--- config.mk ---
export PLATFORM = sky130hd
export DESIGN_NAME = ix_sb_issue_flat
export DESIGN_NICKNAME = d
export VERILOG_FILES = /design/src/rtl/ix_sb_issue_pkg.sv /design/src/rtl/ix_sb_issue_if.sv /design/src/rtl/ix_sb_issue_rr_arb.sv /design/src/rtl/ix_sb_issue.sv /design/src/flat_wrapper.sv
export SDC_FILE = /design/constraint.sdc
export NUM_CORES = 2
export LEC_CHECK = 0
export CORE_MARGIN = 3
export CORE_UTILIZATION = 25
export DETAILED_ROUTE_END_ITERATION = 10
export PLACE_DENSITY = 0.48
export SLEW_MARGIN = 20
export SYNTH_ARGS = -nofsm -noshare
export SYNTH_HDL_FRONTEND = slang
export SYNTH_HIERARCHICAL = 1
export SYNTH_SLANG_ARGS = --single-unit
--- constraint.sdc ---
create_clock -name clk -period 13.4 [get_ports clk]
set_clock_uncertainty 0.1 [all_clocks]
set_input_delay 2.01 -clock clk [delete_from_list [all_inputs] [get_ports clk]]
set_output_delay 2.01 -clock clk [all_outputs]
set_load 0.01 [all_outputs]
--- src/rtl/ix_sb_issue_pkg.sv ---
// Shared definitions for the scoreboarded issue stage: default sizes,
// functional-unit index constants and decode payload field layout.
package ix_sb_issue_pkg;

  localparam int XLEN_DEF = 64;
  localparam int NREG_DEF = 32;
  localparam int NFU_DEF  = 2;
  localparam int PW_DEF   = 16;

  // Functional-unit indices as seen on dec_fu / ix_fu_valid bit positions.
  localparam int FU_INT = 0;
  localparam int FU_LSP = 1;

  // Payload field offsets; the issue stage forwards the payload untouched,
  // these only document how decode and the FUs agree to pack it.
  localparam int PL_OP_LSB   = 0;
  localparam int PL_OP_W     = 6;
  localparam int PL_OPT_LSB  = 6;
  localparam int PL_OPT_W    = 4;
  localparam int PL_MEMW_LSB = 10;
  localparam int PL_MEMW_W   = 2;

  // Memory access width encoding carried in the payload memw field.
  typedef enum logic [1:0] {
    MEMW_B = 2'd0,
    MEMW_H = 2'd1,
    MEMW_W = 2'd2,
    MEMW_D = 2'd3
  } memw_e;

  // Index width for n items, never narrower than one bit.
  function automatic int idx_w(input int n);
    return (n > 1) ? $clog2(n) : 1;
  endfunction

endpackage

--- src/rtl/ix_sb_issue_if.sv ---
// Decode, dispatch and writeback channels of the issue stage.
// slave = issue stage view, master = decode / functional-unit side.
interface ix_sb_issue_if #(
  parameter int XLEN = 64,
  parameter int NREG = 32,
  parameter int NFU  = 2,
  parameter int PW   = 16
);
  localparam int RW  = $clog2(NREG);
  localparam int FUW = ix_sb_issue_pkg::idx_w(NFU);

  // decode -> issue
  logic                 dec_valid;
  logic                 dec_ready;
  logic [XLEN-1:0]      dec_pc;
  logic [XLEN-1:0]      dec_imm;
  logic [PW-1:0]        dec_payload;
  logic [FUW-1:0]       dec_fu;
  logic [RW-1:0]        dec_rs1;
  logic [RW-1:0]        dec_rs2;
  logic                 dec_rs1_en;
  logic                 dec_rs2_en;
  logic [RW-1:0]        dec_rd;
  logic                 dec_wb_en;

  // issue -> functional units
  logic [NFU-1:0]       ix_fu_valid;
  logic [NFU-1:0]       ix_fu_ready;
  logic [XLEN-1:0]      ix_fu_pc;
  logic [XLEN-1:0]      ix_fu_imm;
  logic [XLEN-1:0]      ix_fu_rs1_val;
  logic [XLEN-1:0]      ix_fu_rs2_val;
  logic [RW-1:0]        ix_fu_dst;
  logic                 ix_fu_wb_en;
  logic [PW-1:0]        ix_fu_payload;

  // functional units -> writeback
  logic [NFU-1:0]       fu_wb_valid;
  logic [NFU-1:0]       fu_wb_ready;
  logic [NFU*RW-1:0]    fu_wb_dst;
  logic [NFU*XLEN-1:0]  fu_wb_result;
  logic [NFU*XLEN-1:0]  fu_wb_pc;

  modport slave (
    input  dec_valid, dec_pc, dec_imm, dec_payload, dec_fu,
           dec_rs1, dec_rs2, dec_rs1_en, dec_rs2_en, dec_rd, dec_wb_en,
    output dec_ready,
    output ix_fu_valid, ix_fu_pc, ix_fu_imm, ix_fu_rs1_val, ix_fu_rs2_val,
           ix_fu_dst, ix_fu_wb_en, ix_fu_payload,
    input  ix_fu_ready,
    input  fu_wb_valid, fu_wb_dst, fu_wb_result, fu_wb_pc,
    output fu_wb_ready
  );

  modport master (
    output dec_valid, dec_pc, dec_imm, dec_payload, dec_fu,
           dec_rs1, dec_rs2, dec_rs1_en, dec_rs2_en, dec_rd, dec_wb_en,
    input  dec_ready,
    input  ix_fu_valid, ix_fu_pc, ix_fu_imm, ix_fu_rs1_val, ix_fu_rs2_val,
           ix_fu_dst, ix_fu_wb_en, ix_fu_payload,
    output ix_fu_ready,
    output fu_wb_valid, fu_wb_dst, fu_wb_result, fu_wb_pc,
    input  fu_wb_ready
  );

endinterface

--- src/rtl/ix_sb_issue_rr_arb.sv ---
// Round-robin arbiter over NFU requesters. Search starts at the pointer;
// the pointer moves past the winner only when i_advance accepts a grant.
// Grants are suppressed while rst is low.
module ix_sb_issue_rr_arb #(
  parameter int NFU = 2,
  parameter int FUW = 1
) (
  input  logic           clk,
  input  logic           rst,
  input  logic [NFU-1:0] i_req,
  input  logic           i_advance,
  output logic [NFU-1:0] o_grant,
  output logic [FUW-1:0] o_idx,
  output logic           o_any
);

  logic [FUW-1:0] r_ptr;
  logic [NFU-1:0] w_req;
  logic [NFU-1:0] w_grant;
  logic [FUW-1:0] w_idx;
  logic           w_any;

  assign w_req = rst ? i_req : '0;

  // Pick the first requester at or after the pointer, wrapping at NFU.
  always_comb begin
    int  w_k;
    logic w_hit;
    w_grant = '0;
    w_idx   = '0;
    w_any   = 1'b0;
    w_k     = 0;
    w_hit   = 1'b0;
    for (int i = 0; i < NFU; i++) begin
      w_k = int'(r_ptr) + i;
      w_k = (w_k >= NFU) ? (w_k - NFU) : w_k;
      w_hit = !w_any && w_req[w_k];
      w_grant[w_k] = w_hit;
      w_idx = w_hit ? FUW'(w_k) : w_idx;
      w_any = w_any | w_hit;
    end
  end

  // Pointer advances to the slot after the winner; held when idle.
  always_ff @(posedge clk) begin
    if (!rst) begin
      r_ptr <= '0;
    end else if (i_advance && w_any) begin
      r_ptr <= (int'(w_idx) == NFU - 1) ? '0 : FUW'(int'(w_idx) + 1);
    end else begin
      r_ptr <= r_ptr;
    end
  end

  assign o_grant = w_grant;
  assign o_idx   = w_idx;
  assign o_any   = w_any;

endmodule

--- src/rtl/ix_sb_issue.sv ---
// Scoreboarded issue stage: register file, busy bits, single-entry
// dispatch register shared by all FUs, round-robin writeback.
// Optional macro IX_BYPASS_EN forwards the granted writeback value into
// operand select and the availability check in the same cycle.
module ix_sb_issue
  import ix_sb_issue_pkg::*;
#(
  parameter int XLEN = XLEN_DEF,
  parameter int NREG = NREG_DEF,
  parameter int NFU  = NFU_DEF,
  parameter int PW   = PW_DEF
) (
  input  logic          clk,
  input  logic          rst,
  ix_sb_issue_if.slave  bus
);

  localparam int RW  = $clog2(NREG);
  localparam int FUW = idx_w(NFU);

  // Register file (never reset) and scoreboard.
  logic [XLEN-1:0] r_rf [NREG];
  logic [NREG-1:0] r_busy;
  logic [NREG-1:0] w_busy_nxt;

  // Dispatch register.
  logic [NFU-1:0]  r_valid;
  logic [XLEN-1:0] r_pc;
  logic [XLEN-1:0] r_imm;
  logic [XLEN-1:0] r_rs1_val;
  logic [XLEN-1:0] r_rs2_val;
  logic [RW-1:0]   r_dst;
  logic            r_wb_en;
  logic [PW-1:0]   r_payload;

  // Writeback selection.
  logic [NFU-1:0]  w_wb_gnt;
  logic [FUW-1:0]  w_wb_idx;
  logic            w_wb_any;
  logic [RW-1:0]   w_wb_dst;
  logic [XLEN-1:0] w_wb_res;
  logic            w_fwd_vld;

  // Issue decision.
  logic            w_free;
  logic            w_fire;
  logic            w_fu_ok;
  logic            w_av_rs1;
  logic            w_av_rs2;
  logic            w_av_rd;
  logic            w_issue;
  logic            w_set;
  logic [XLEN-1:0] w_rs1_val;
  logic [XLEN-1:0] w_rs2_val;
  logic            w_unused_pc;

  ix_sb_issue_rr_arb #(.NFU(NFU), .FUW(FUW)) u_arb (
    .clk       (clk),
    .rst       (rst),
    .i_req     (bus.fu_wb_valid),
    .i_advance (1'b1),
    .o_grant   (w_wb_gnt),
    .o_idx     (w_wb_idx),
    .o_any     (w_wb_any)
  );

  assign w_wb_dst = bus.fu_wb_dst[int'(w_wb_idx)*RW +: RW];
  assign w_wb_res = bus.fu_wb_result[int'(w_wb_idx)*XLEN +: XLEN];
  assign bus.fu_wb_ready = w_wb_gnt;
  assign w_unused_pc = ^bus.fu_wb_pc;

`ifdef IX_BYPASS_EN
  assign w_fwd_vld = w_wb_any;
`else
  assign w_fwd_vld = 1'b0;
`endif

  // Operand source: x0 reads zero, then a matching forward, then the rf.
  function automatic logic [XLEN-1:0] f_opsel(
    input logic [RW-1:0]   r,
    input logic            fwd,
    input logic [RW-1:0]   fdst,
    input logic [XLEN-1:0] fres,
    input logic [XLEN-1:0] rfv
  );
    if (r == '0) begin
      return '0;
    end else if (fwd && (fdst == r)) begin
      return fres;
    end else begin
      return rfv;
    end
  endfunction

  assign w_av_rs1 = (bus.dec_rs1 == '0) || !r_busy[bus.dec_rs1] ||
                    (w_fwd_vld && (w_wb_dst == bus.dec_rs1));
  assign w_av_rs2 = (bus.dec_rs2 == '0) || !r_busy[bus.dec_rs2] ||
                    (w_fwd_vld && (w_wb_dst == bus.dec_rs2));
  assign w_av_rd  = (bus.dec_rd == '0) || !r_busy[bus.dec_rd] ||
                    (w_fwd_vld && (w_wb_dst == bus.dec_rd));

  assign w_fire  = (r_valid & bus.ix_fu_ready) != '0;
  assign w_free  = (r_valid == '0) || w_fire;
  assign w_fu_ok = int'(bus.dec_fu) < NFU;
  assign w_issue = rst && bus.dec_valid && w_free && w_fu_ok &&
                   (!bus.dec_rs1_en || w_av_rs1) &&
                   (!bus.dec_rs2_en || w_av_rs2) &&
                   (!bus.dec_wb_en  || w_av_rd);
  assign bus.dec_ready = rst && !(bus.dec_valid && !w_issue);
  assign w_set = w_issue && bus.dec_wb_en && (bus.dec_rd != '0);

  assign w_rs1_val = f_opsel(bus.dec_rs1, w_fwd_vld, w_wb_dst, w_wb_res, r_rf[bus.dec_rs1]);
  assign w_rs2_val = f_opsel(bus.dec_rs2, w_fwd_vld, w_wb_dst, w_wb_res, r_rf[bus.dec_rs2]);

  // Busy update: grant clears, issue sets, set wins on the same register.
  always_comb begin
    w_busy_nxt = '0;
    for (int r = 1; r < NREG; r++) begin
      w_busy_nxt[r] = (r_busy[r] & ~(w_wb_any && (w_wb_dst == RW'(r)))) |
                      (w_set && (bus.dec_rd == RW'(r)));
    end
  end

  // Scoreboard state register.
  always_ff @(posedge clk) begin
    if (!rst) begin
      r_busy <= '0;
    end else begin
      r_busy <= w_busy_nxt;
    end
  end

  // Granted writeback lands in the rf; writes to x0 are dropped.
  always_ff @(posedge clk) begin
    if (w_wb_any && (w_wb_dst != '0)) begin
      r_rf[w_wb_dst] <= w_wb_res;
    end
  end

  // Dispatch valid: load on issue, drop on handshake, otherwise hold.
  always_ff @(posedge clk) begin
    if (!rst) begin
      r_valid <= '0;
    end else if (w_issue) begin
      r_valid <= NFU'(1'b1) << bus.dec_fu;
    end else if (w_fire) begin
      r_valid <= '0;
    end else begin
      r_valid <= r_valid;
    end
  end

  // Dispatch payload: captured on issue and frozen until the next issue.
  always_ff @(posedge clk) begin
    if (!rst) begin
      r_pc      <= '0;
      r_imm     <= '0;
      r_rs1_val <= '0;
      r_rs2_val <= '0;
      r_dst     <= '0;
      r_wb_en   <= 1'b0;
      r_payload <= '0;
    end else if (w_issue) begin
      r_pc      <= bus.dec_pc;
      r_imm     <= bus.dec_imm;
      r_rs1_val <= w_rs1_val;
      r_rs2_val <= w_rs2_val;
      r_dst     <= bus.dec_rd;
      r_wb_en   <= bus.dec_wb_en;
      r_payload <= bus.dec_payload;
    end else begin
      r_pc      <= r_pc;
      r_imm     <= r_imm;
      r_rs1_val <= r_rs1_val;
      r_rs2_val <= r_rs2_val;
      r_dst     <= r_dst;
      r_wb_en   <= r_wb_en;
      r_payload <= r_payload;
    end
  end

  assign bus.ix_fu_valid   = r_valid;
  assign bus.ix_fu_pc      = r_pc;
  assign bus.ix_fu_imm     = r_imm;
  assign bus.ix_fu_rs1_val = r_rs1_val;
  assign bus.ix_fu_rs2_val = r_rs2_val;
  assign bus.ix_fu_dst     = r_dst;
  assign bus.ix_fu_wb_en   = r_wb_en;
  assign bus.ix_fu_payload = r_payload;

endmodule
--- src/flat_wrapper.sv ---
// flat-port wrapper written by rule: the top's interface ports become plain ports
module ix_sb_issue_flat import ix_sb_issue_pkg::*;
#(
  parameter int XLEN = XLEN_DEF,
  parameter int NREG = NREG_DEF,
  parameter int NFU  = NFU_DEF,
  parameter int PW   = PW_DEF
)
  (clk, rst, bus_dec_valid, bus_dec_pc, bus_dec_imm, bus_dec_payload, bus_dec_fu, bus_dec_rs1, bus_dec_rs2, bus_dec_rs1_en, bus_dec_rs2_en, bus_dec_rd, bus_dec_wb_en, bus_dec_ready, bus_ix_fu_valid, bus_ix_fu_pc, bus_ix_fu_imm, bus_ix_fu_rs1_val, bus_ix_fu_rs2_val, bus_ix_fu_dst, bus_ix_fu_wb_en, bus_ix_fu_payload, bus_ix_fu_ready, bus_fu_wb_valid, bus_fu_wb_dst, bus_fu_wb_result, bus_fu_wb_pc, bus_fu_wb_ready);
  ix_sb_issue_if #(.XLEN(XLEN), .NREG(NREG), .NFU(NFU), .PW(PW)) bus_i ();
  input  logic clk;
  input  logic rst;
  input wire logic [$bits(bus_i.dec_valid)-1:0] bus_dec_valid;
  input wire logic [$bits(bus_i.dec_pc)-1:0] bus_dec_pc;
  input wire logic [$bits(bus_i.dec_imm)-1:0] bus_dec_imm;
  input wire logic [$bits(bus_i.dec_payload)-1:0] bus_dec_payload;
  input wire logic [$bits(bus_i.dec_fu)-1:0] bus_dec_fu;
  input wire logic [$bits(bus_i.dec_rs1)-1:0] bus_dec_rs1;
  input wire logic [$bits(bus_i.dec_rs2)-1:0] bus_dec_rs2;
  input wire logic [$bits(bus_i.dec_rs1_en)-1:0] bus_dec_rs1_en;
  input wire logic [$bits(bus_i.dec_rs2_en)-1:0] bus_dec_rs2_en;
  input wire logic [$bits(bus_i.dec_rd)-1:0] bus_dec_rd;
  input wire logic [$bits(bus_i.dec_wb_en)-1:0] bus_dec_wb_en;
  output wire logic [$bits(bus_i.dec_ready)-1:0] bus_dec_ready;
  output wire logic [$bits(bus_i.ix_fu_valid)-1:0] bus_ix_fu_valid;
  output wire logic [$bits(bus_i.ix_fu_pc)-1:0] bus_ix_fu_pc;
  output wire logic [$bits(bus_i.ix_fu_imm)-1:0] bus_ix_fu_imm;
  output wire logic [$bits(bus_i.ix_fu_rs1_val)-1:0] bus_ix_fu_rs1_val;
  output wire logic [$bits(bus_i.ix_fu_rs2_val)-1:0] bus_ix_fu_rs2_val;
  output wire logic [$bits(bus_i.ix_fu_dst)-1:0] bus_ix_fu_dst;
  output wire logic [$bits(bus_i.ix_fu_wb_en)-1:0] bus_ix_fu_wb_en;
  output wire logic [$bits(bus_i.ix_fu_payload)-1:0] bus_ix_fu_payload;
  input wire logic [$bits(bus_i.ix_fu_ready)-1:0] bus_ix_fu_ready;
  input wire logic [$bits(bus_i.fu_wb_valid)-1:0] bus_fu_wb_valid;
  input wire logic [$bits(bus_i.fu_wb_dst)-1:0] bus_fu_wb_dst;
  input wire logic [$bits(bus_i.fu_wb_result)-1:0] bus_fu_wb_result;
  input wire logic [$bits(bus_i.fu_wb_pc)-1:0] bus_fu_wb_pc;
  output wire logic [$bits(bus_i.fu_wb_ready)-1:0] bus_fu_wb_ready;
  assign bus_i.dec_valid = bus_dec_valid;
  assign bus_i.dec_pc = bus_dec_pc;
  assign bus_i.dec_imm = bus_dec_imm;
  assign bus_i.dec_payload = bus_dec_payload;
  assign bus_i.dec_fu = bus_dec_fu;
  assign bus_i.dec_rs1 = bus_dec_rs1;
  assign bus_i.dec_rs2 = bus_dec_rs2;
  assign bus_i.dec_rs1_en = bus_dec_rs1_en;
  assign bus_i.dec_rs2_en = bus_dec_rs2_en;
  assign bus_i.dec_rd = bus_dec_rd;
  assign bus_i.dec_wb_en = bus_dec_wb_en;
  assign bus_dec_ready = bus_i.dec_ready;
  assign bus_ix_fu_valid = bus_i.ix_fu_valid;
  assign bus_ix_fu_pc = bus_i.ix_fu_pc;
  assign bus_ix_fu_imm = bus_i.ix_fu_imm;
  assign bus_ix_fu_rs1_val = bus_i.ix_fu_rs1_val;
  assign bus_ix_fu_rs2_val = bus_i.ix_fu_rs2_val;
  assign bus_ix_fu_dst = bus_i.ix_fu_dst;
  assign bus_ix_fu_wb_en = bus_i.ix_fu_wb_en;
  assign bus_ix_fu_payload = bus_i.ix_fu_payload;
  assign bus_i.ix_fu_ready = bus_ix_fu_ready;
  assign bus_i.fu_wb_valid = bus_fu_wb_valid;
  assign bus_i.fu_wb_dst = bus_fu_wb_dst;
  assign bus_i.fu_wb_result = bus_fu_wb_result;
  assign bus_i.fu_wb_pc = bus_fu_wb_pc;
  assign bus_fu_wb_ready = bus_i.fu_wb_ready;
  ix_sb_issue #(.XLEN(XLEN), .NREG(NREG), .NFU(NFU), .PW(PW)) u_core (.clk(clk), .rst(rst), .bus(bus_i));
endmodule
==> out/metrics.yaml <==
outcome:
  status: "complete, no violations"
clock_network:
  cts.path.max_buffers: 4
  cts_made_buffers: 268
  root_buffer: "clkbuf_16"
  cts.htree.levels: 5
  cts.clk_slew.worst_paths_ps: 50
  postCtsSetupBuffers: 0
  cts_tree: "done"
  postCtsHoldBufs: 0
  insertion_delay_ps: 880
  cts_sinks: 2360
  post_cts_resized: 0
worst_setup_path:
  startpoint: "bus_dec_rs1[2]"
  reg2reg_slack_ps: 8660
  reg2reg_depth: 9
  endpoint: "bus_dec_ready"
  crit_path_max_fanout: 36
  crit_type: "in2out"
  cp-end-kind: "output pin"
  crit_arrival_ps: 5720
  cp.required_ps: 11290
  r2r_end: "u_core/r_rf[1][0]"
  critPathLaunchType: "input pin"
pwr:
  switching_share_pct: 23.4
  clockPowerShare_pct: 42.1
  switchingPower_mw: 3.97
  p_comb_share_pct: 9.6
  cellLeakagePower_nw: 39.7
  internal_power_mw: 13.0
  total_power_mw: 17.0
  irDropWorstVdd_mv: 0.101
  seqPwrFrac_pct: 48.4
  powerDensity_nw_per_um2: 133
place:
  place_area_sq_um: 120000
  dp_slack_ps: 5530
  port-buffer-count: 590
  post-dp-hpwl_microns: 197000
  routabilityCongestion: 0.771
  dpl.cell_count: 11400
logic_synthesis:
  synthFlopType: "edfxtp_1"
  synth_cells: 5350
  synth_top_area_cell: "edfxtp_1"
  synth_common_cells: "edfxtp_1, mux4_2, nand2_1"
  ys.warnings.count: 6
  synthesis.area_sq_um: 107000
  yosysUniqueCellTypes: 44
  yosysMostFrequentCell: "edfxtp_1"
  avgSynthCellArea_sq_um: 20.0
  netlist.area_leader.share_pct: 57.5
  synth-seq-cells: 2360
  synth_edf_count: 2048
  ys_async_sr_fraction_pct: 0
  yosys-top-cells-area: "edfxtp_1, mux4_2, dfxtp_1"
  ys_seq_area_share_pct: 63.4
floorplan:
  core_sq_um: 425000
  die_area_sq_um: 435000
  io_pins: 719
  fp.dieH_microns: 660
  die_w_microns: 660
  start_util_pct: 25.2
  rows: 239
sta:
  period_needed_ps: 7830
  worst_pin_slew_ps: 1150
  setup_viol: 0
  whs_ps: 357
  rsz0062_at_grt: "no"
  final_max_slew_viol_count: 0
  worst_slack_ps: 5570
  max_freq_mhz: 128
  post-route-period-util_pct: 58.5
  slew_headroom_pct: 23.2
  hold_viol: 0
  fin_tns_setup_ps: 0
job:
  max-cap-violations: 0
routing:
  final_antenna_net_count: 0
  num_vias: 58900
  routed_wl_microns: 356000
  wl_per_cell_microns: 30.0
  drt_pass1_iterations: 7
  vias_per_cell: 4.98
  drc: 0
  drt_iter0_drc: 5239
layout:
  design_area_sq_um: 128000
  n_fill_cell: 41200
  area_growth_pct: 19.8
  drive_gt1_share_pct: 33.2
  finalNonFillerCells: 11800
  utilization_pct: 30.1
  nNetsFinal: 6397
global_route:
  grt_pass1_vias: 63600
  grt_pass1_wl_microns: 497000
  antenna_found_initial: 4
  grt-ovfl-total: 0
  grt_max_degree: 155
  grt_usage_pct: 16.0
min_path:
  min_path_cells: 2
  hold_class: "reg2reg"
  hp-start: "u_core/bus.ix_fu_rs1_val[22]"
## critical path, cell delays in order
cell	delay [ps]
buf_8	480
buf_4	730
mux2_2	410
a221oi_1	250
o311ai_0	340
a32oi_4	400
nand3_4	220
a21boi_1	190
clkdlybuf4s50_1	550
## power by group through the flow
stage | Combinational (mW) | Sequential [mW] | Clock, mW
floorplan | 0.929 | 8.39 | 0
CTS | 1.66 | 8.22 | 7.37
global placement | 1.65 | 8.36 | 0
detailed placement | 1.66 | 8.37 | 0
global route | 1.73 | 8.22 | 7.65
finish | 1.62 | 8.22 | 7.15
## cells in the final DEF (no fill, tap or decap), types with 125 or more instances in the layout
cell / count
clkbuf_16: 276
clkdlybuf4s50_1: 579
mux2_2: 194
mux2i_1: 137
mux4_2: 1303
dfxtp_1: 312
buf_4: 125
nand4_1: 154
edfxtp_1: 2048
nand2_1: 454
o21ai_0: 153
## kinds of logic after synthesis
kind of cell	count (synthesis)	synth area share (%)
flip-flops	2360	63.4
other	2	0.00703
AND/OR/NAND/NOR	681	2.84
AO/OA/AOI/OAI	216	1.14
multiplexers	1634	30.8
buffers and inverters	457	1.86
## per-layer routing
layer / vias to the layer above / global-route usage [%] / share of wire, %
met1: 32600 / 19.9 / 40
met4: 0 / 4.03 / 2.5
met2: 1838 / 29.0 / 52
met5: - / 0 / 0
met3: 449 / 2.20 / 4.8
li1: 24000 / - / -
## registers in the layout (all words and copies together) (netlist names), named ones only
name and cells:
u_core/r_rf 2048, u_core/bus.ix_fu_imm 64, u_core/bus.ix_fu_pc 64, u_core/bus.ix_fu_rs1_val 64, u_core/bus.ix_fu_rs2_val 64, u_core/r_busy 31, u_core/bus.ix_fu_payload 16, u_core/bus.ix_fu_dst 5
u_core/bus.ix_fu_valid 2, u_core/bus.ix_fu_wb_en 1
## worst min path at each step
stage,end
2_1_floorplan,u_core/r_busy[30]
5_1_grt,u_core/bus.ix_fu_pc[61]
3_3_place_gp,u_core/bus.ix_fu_pc[19]
4_1_cts,u_core/bus.ix_fu_imm[30]
3_5_place_dp,u_core/bus.ix_fu_imm[26]
6_report,u_core/bus.ix_fu_rs1_val[22]
## layout make-up
cell class | instances | area [sq um] | share of cell area (%)
Multi-Input combinational cell | 2597 | 37700 | 29.4
Inverter | 5 | 18.8 | 0.0147
Antenna cell | 4 | 10.0 | 0.00781
Sequential cell | 2360 | 67700 | 52.9
Clock inverter | 134 | 1110 | 0.869
Tap cell | 5663 | 7090 | 5.53
Timing Repair Buffer | 729 | 7160 | 5.59
Clock buffer | 343 | 7240 | 5.65
Power figures use the tool's default switching activity.
